===== config.mk =====
export PLATFORM = sky130hd
export DESIGN_NAME = ans_decoder
export DESIGN_NICKNAME = d
export VERILOG_FILES = /design/src/rtl/ans_decoder_pkg.sv /design/src/rtl/ans_decoder_bcd_shift_step.sv /design/src/rtl/ans_decoder.sv
export SDC_FILE = /design/constraint.sdc
export NUM_CORES = 1
export LEC_CHECK = 0
export CAP_MARGIN = 5
export CORE_AREA = 4 4 91 68
export DETAILED_ROUTE_END_ITERATION = 16
export DIE_AREA = 0 0 95 72
export HOLD_SLACK_MARGIN = 0.06
export PLACE_DENSITY = 0.84
export SYNTH_ARGS = -nofsm -noshare
export SYNTH_HDL_FRONTEND = slang
export SYNTH_SLANG_ARGS = --single-unit

===== constraint.sdc =====
create_clock -name clk -period 4.3 [get_ports clk]
set_input_delay 0.86 -clock clk [delete_from_list [all_inputs] [get_ports clk]]
set_output_delay 0.86 -clock clk [all_outputs]
set_load 0.05 [all_outputs]

===== src/rtl/ans_decoder_pkg.sv =====
// Shared constants, state type and magnitude helper for the ans_decoder display path.
package ans_decoder_pkg;

   localparam logic [15:0] DISP_MAX   = 16'd9999;
   localparam int          BCD_DIGITS = 4;
   localparam logic [3:0]  CONV_ITERS = 4'd14;

   typedef enum logic [1:0] {
      LOAD  = 2'd0,
      SHIFT = 2'd1,
      DONE  = 2'd2
   } ans_dec_state_t;

   // Absolute value of a two's-complement word, clamped to what four digits can show.
   function automatic logic [13:0] sat_mag(input logic [15:0] v);
      logic [15:0] m;
      m = v[15] ? (~v + 16'd1) : v;
      if (m > DISP_MAX) begin
         return DISP_MAX[13:0];
      end else begin
         return m[13:0];
      end
   endfunction

endpackage


===== src/rtl/ans_decoder_bcd_shift_step.sv =====
// One double-dabble iteration: add 3 to every BCD nibble >= 5, then shift left taking bit_in.
module bcd_shift_step
   import ans_decoder_pkg::*;
(
   input  logic [15:0] bcd,
   input  logic        bit_in,
   output logic [15:0] bcd_next
);

   logic [14:0] adj_s;

   genvar i;
   for (i = 0; i < BCD_DIGITS - 1; i++) begin : g_nib
      assign adj_s[4*i +: 4] = (bcd[4*i +: 4] >= 4'd5) ? (bcd[4*i +: 4] + 4'd3) : bcd[4*i +: 4];
   end

   // The top nibble's carry-out is shifted away, so only its low three bits are kept.
   assign adj_s[14:12] = (bcd[15:12] >= 4'd5) ? (bcd[14:12] + 3'd3) : bcd[14:12];

   assign bcd_next = {adj_s, bit_in};

endmodule


===== src/rtl/ans_decoder.sv =====
// Sequential 16-bit two's-complement to sign + 4-digit BCD converter, one result per 16-cycle frame.
module ans_decoder
   import ans_decoder_pkg::*;
(
   input  logic        clk,
   input  logic        rst,
   input  logic [15:0] ans,
   output logic        sign,
   output logic [3:0]  num1,
   output logic [3:0]  num2,
   output logic [3:0]  num3,
   output logic [3:0]  num4
);

   ans_dec_state_t state_r;
   ans_dec_state_t state_next_s;
   logic [3:0]     cnt_r;
   logic [13:0]    mag_r;
   logic [15:0]    bcd_r;
   logic [15:0]    bcd_step_s;
   logic           sign_work_r;

   bcd_shift_step u_step (
      .bcd      (bcd_r),
      .bit_in   (mag_r[13]),
      .bcd_next (bcd_step_s)
   );

   // State register
   always_ff @(posedge clk or posedge rst) begin
      if (rst) begin
         state_r <= LOAD;
      end else begin
         state_r <= state_next_s;
      end
   end

   // Next-state logic
   always_comb begin
      state_next_s = state_r;
      case (state_r)
         LOAD:  state_next_s = SHIFT;
         SHIFT: begin
            if (cnt_r == CONV_ITERS - 4'd1) begin
               state_next_s = DONE;
            end else begin
               state_next_s = SHIFT;
            end
         end
         DONE:    state_next_s = LOAD;
         default: state_next_s = LOAD;
      endcase
   end

   // Conversion datapath and output registers
   always_ff @(posedge clk or posedge rst) begin
      if (rst) begin
         cnt_r       <= 4'd0;
         mag_r       <= 14'd0;
         bcd_r       <= 16'd0;
         sign_work_r <= 1'b0;
         sign        <= 1'b0;
         num1        <= 4'd0;
         num2        <= 4'd0;
         num3        <= 4'd0;
         num4        <= 4'd0;
      end else begin
         case (state_r)
            LOAD: begin
               sign_work_r <= ans[15];
               mag_r       <= sat_mag(ans);
               bcd_r       <= 16'd0;
               cnt_r       <= 4'd0;
            end
            SHIFT: begin
               bcd_r <= bcd_step_s;
               mag_r <= {mag_r[12:0], 1'b0};
               cnt_r <= cnt_r + 4'd1;
            end
            DONE: begin
               sign <= sign_work_r;
               num1 <= bcd_r[15:12];
               num2 <= bcd_r[11:8];
               num3 <= bcd_r[7:4];
               num4 <= bcd_r[3:0];
            end
            default: begin
               cnt_r <= 4'd0;
            end
         endcase
      end
   end

endmodule


==> results by group <==
STA
  – Worst-Margin Slew: 1.10 ns
  – Clock skew: 0.0157 ns
  – Post-route minimum period: 3.30 ns
  – Slew HR: 26.7%
  – Max Clk Rate: 0.303 GHz
  – Crit share post-route: 76.8%
  – Unrepaired setup endpoints after global routing: no
  – Fin. max-slew vios: 0
  – Setup Total Neg Slack: 0 ns
  – Hold Vio Cnt, Final: 0
  – Final count of negative-setup-slack endpoints: 0

Floorplan
  – Placement Rows: 23
  – Floorplan core area: 5410 µm²
  – Die area: 6840 µm²
  – I/O Pins: 35
  – Die H: 72 µm
  – Die width: 95 µm
  – Initial Util: 58.3%

Synthesis
  – Gate Count Post-Synth: 348
  – Count leader, synth: dfrtp_1
  – Avg Inst Size Synth: 9.07 µm²
  – Post-synth top area share: 42.8%
  – Post-synth top cells: dfrtp_1, nand2_1, o21ai_0
  – Main area contributors after synthesis: dfrtp_1, nand2_1, o21ai_0
  – Seq/Total Area, Yosys: 42.8%
  – Post-synth EDFFs: 0
  – Synth area leader: dfrtp_1
  – Post-synthesis register bit count: 54
  – Syn nets: 377
  – YS warnings: 0
  – Top FF cell, synth: dfrtp_1
  – Library cells used by synthesis: 53
  – Area of the mapped netlist: 3160 µm²
  – Post-synth ARST share: 100%

Worst setup path
  – R2R Setup Slk: 2.09 ns
  – Worst R2R End: num3[3]
  – Crit end category: flop
  – WP depth: 9
  – Worst setup endpoint: mag_r[4]
  – CP Max Fanout: 8
  – CP Data Required Time: 4.53 ns
  – Worst Path Arrival: 3.54 ns
  – Kind of critical path: primary input to flop
  – WP buf/inv: 2
  – Family with the most delay on the worst path: simple AND/OR/NAND/NOR gates
  – Slowest stage delay, CP: 0.60 ns
  – Reg2reg start: state_r[0]
  – Crit path launch type: primary input
  – R2R depth: 3
  – CP cell instances: clkdlybuf4s50_1 > inv_1 > ha_1 > or4b_1 > or3_1 > a31oi_1 > a211oi_2 > o31a_1 > o31ai_2
  – Critical Path Source: ans[1]
  – Max stage delay cell, worst path: or4b_1

Global routing
  – Grt ovf: 0
  – Vias in the first global route: 2460
  – Total Routing Usage GR: 20.9%
  – First-pass GRT wire length: 11.5 mm
  – Pin count of the biggest net entering global routing: 55
  – Initial antenna violation count: 0

Route
  – Vias: 2610
  – Routed WL: 6.73 mm
  – 1st-pass router iterations: 5
  – DRC marker count from the first detailed-route iteration: 228
  – Post-route ant nets: 0
  – Mean number of vias per cell: 5.81
  – Wire per inst: 15.0 µm
  – DRC: 0

Cells and area
  – Share of post-route cells with drive strength above 1: 9.36%
  – Final #Nets: 402
  – Antenna fix cells: 0
  – Area added between synthesis and finish: 15.2%
  – Finished Layout Cells: 449

Placed design
  – Global placer's final weighted congestion: 0.947
  – IO buf count: 34
  – Dpl cells: 441
  – Hpwl dp: 4.80 mm

Job
  – Max-cap violation count: 0

Clock network
  – Worst-path clk slew: 0.11 ns
  – Root buffer cell: clkbuf_8
  – Post-CTS Setup Inserts: 0
  – CTS Hold Bufs: 0
  – Cts bufs inserted: 5
  – CTS tree: done
  – Post-CTS sizing: 0
  – Clk sinks: 54
  – Clk_lat worst skew: 0.32 ns
  – Max Buffers Root-to-Sink: 2
  – H-tree levels: 2

Power and ir drop
  – Pleak: 1.57 nW
  – Cell area power density: 376 nW/µm²
  – Peak VDD IR: 229 µV

Worst hold path
  – Hold WC Path Type: flop to flop

Status
  – Outcome: completed
==> registers in the layout, summed over array words and instances, names as in the netlist <==
signal	cells
sign_work_r	1
cnt_r	4
num3	4
num4	4
num2	4
mag_r	14
num1	4
state_r	2
sign	1
bcd_r	16
==> cells in the final DEF, fill, tap and decap left out, types with 6 or more instances in the layout <==
cell type and n:
a21oi_1 18, clkbuf_8 7, clkdlybuf4s50_1 34, dfrtp_1 54, ha_1 11, inv_1 16
mux2_2 10, mux2i_1 6, nand2_1 53, nand2b_1 7, nor2_1 23, o21ai_0 35
o31ai_1 7, xnor2_1 9, xor2_1 11
==> layer usage <==
layer	share of wire (%)	track usage [%]
met1	48	30.8
met2	47	32.7
met3	4.4	3.42
met4	0.85	4.96
met5	0	0
==> power by group <==
group	internal, W	total (W)	switching, W	leakage, nW
combinational	0.000156	0.000442	0.000287	0.821
clock	0.000148	0.000320	0.000172	0.0544
sequential	0.000571	0.000603	0.0000325	0.691
==> logic make-up (layout without fill, tap and decap cells) <==
kind of cell / Yosys count / in the layout / share of synthesized area [%]
simple gates: 113 / 113 / 16.9
compound gates: 97 / 97 / 20.2
flops: 54 / 54 / 42.8
buf+inv: 37 / 63 / 4.72
xor+xnor: 20 / 20 / 5.55
mux: 16 / 16 / 5.47
fa+ha+maj: 11 / 11 / 4.36
==> how the worst min path moves through the flow <==
stage / from / end / cells after the start
2_1_floorplan: sign_work_r / sign_work_r / 2
3_3_place_gp: mag_r[9] / mag_r[9] / 2
3_5_place_dp: num2[1] / num2[1] / 2
4_1_cts: num2[1] / num2[1] / 2
5_1_grt: mag_r[13] / bcd_r[0] / 1
6_report: mag_r[9] / mag_r[9] / 2
==> tightest hold or removal path, stage by stage (launching register included) <==
cell and delay, ns:
dfrtp_1 0.35, nand2_1 0.05, o31ai_1 0.06
==> stage by stage <==
stage | util, % | hold slack (ns) | total power (W) | cell area, µm² | setup WS, ns
floorplan | - | 0.446 | 0.000903 | 3160 | 1.43
global placement | 65.3 | 0.462 | 0.00105 | 3530 | 0.796
detailed placement | 65.3 | 0.470 | 0.00106 | 3530 | 0.719
CTS | 67.2 | 0.492 | 0.00137 | 3640 | 1.03
global route | 67.2 | 0.514 | 0.00143 | 3640 | 0.886
finish | 67.2 | 0.488 | 0.00137 | 3640 | 0.997
==> area by class of cell <==
class / count / area [µm²]
Inverter: 18 / 67.6
Timing Repair Buffer: 37 / 363
Clock inverter: 1 / 8.76
Clock buffer: 7 / 96.3
Tap cell: 75 / 93.8
Sequential cell: 54 / 1350
Fill cell: 445 / 1770
Multi-Input combinational cell: 257 / 1660
No activity file was read; power rests on OpenSTA's default activity.
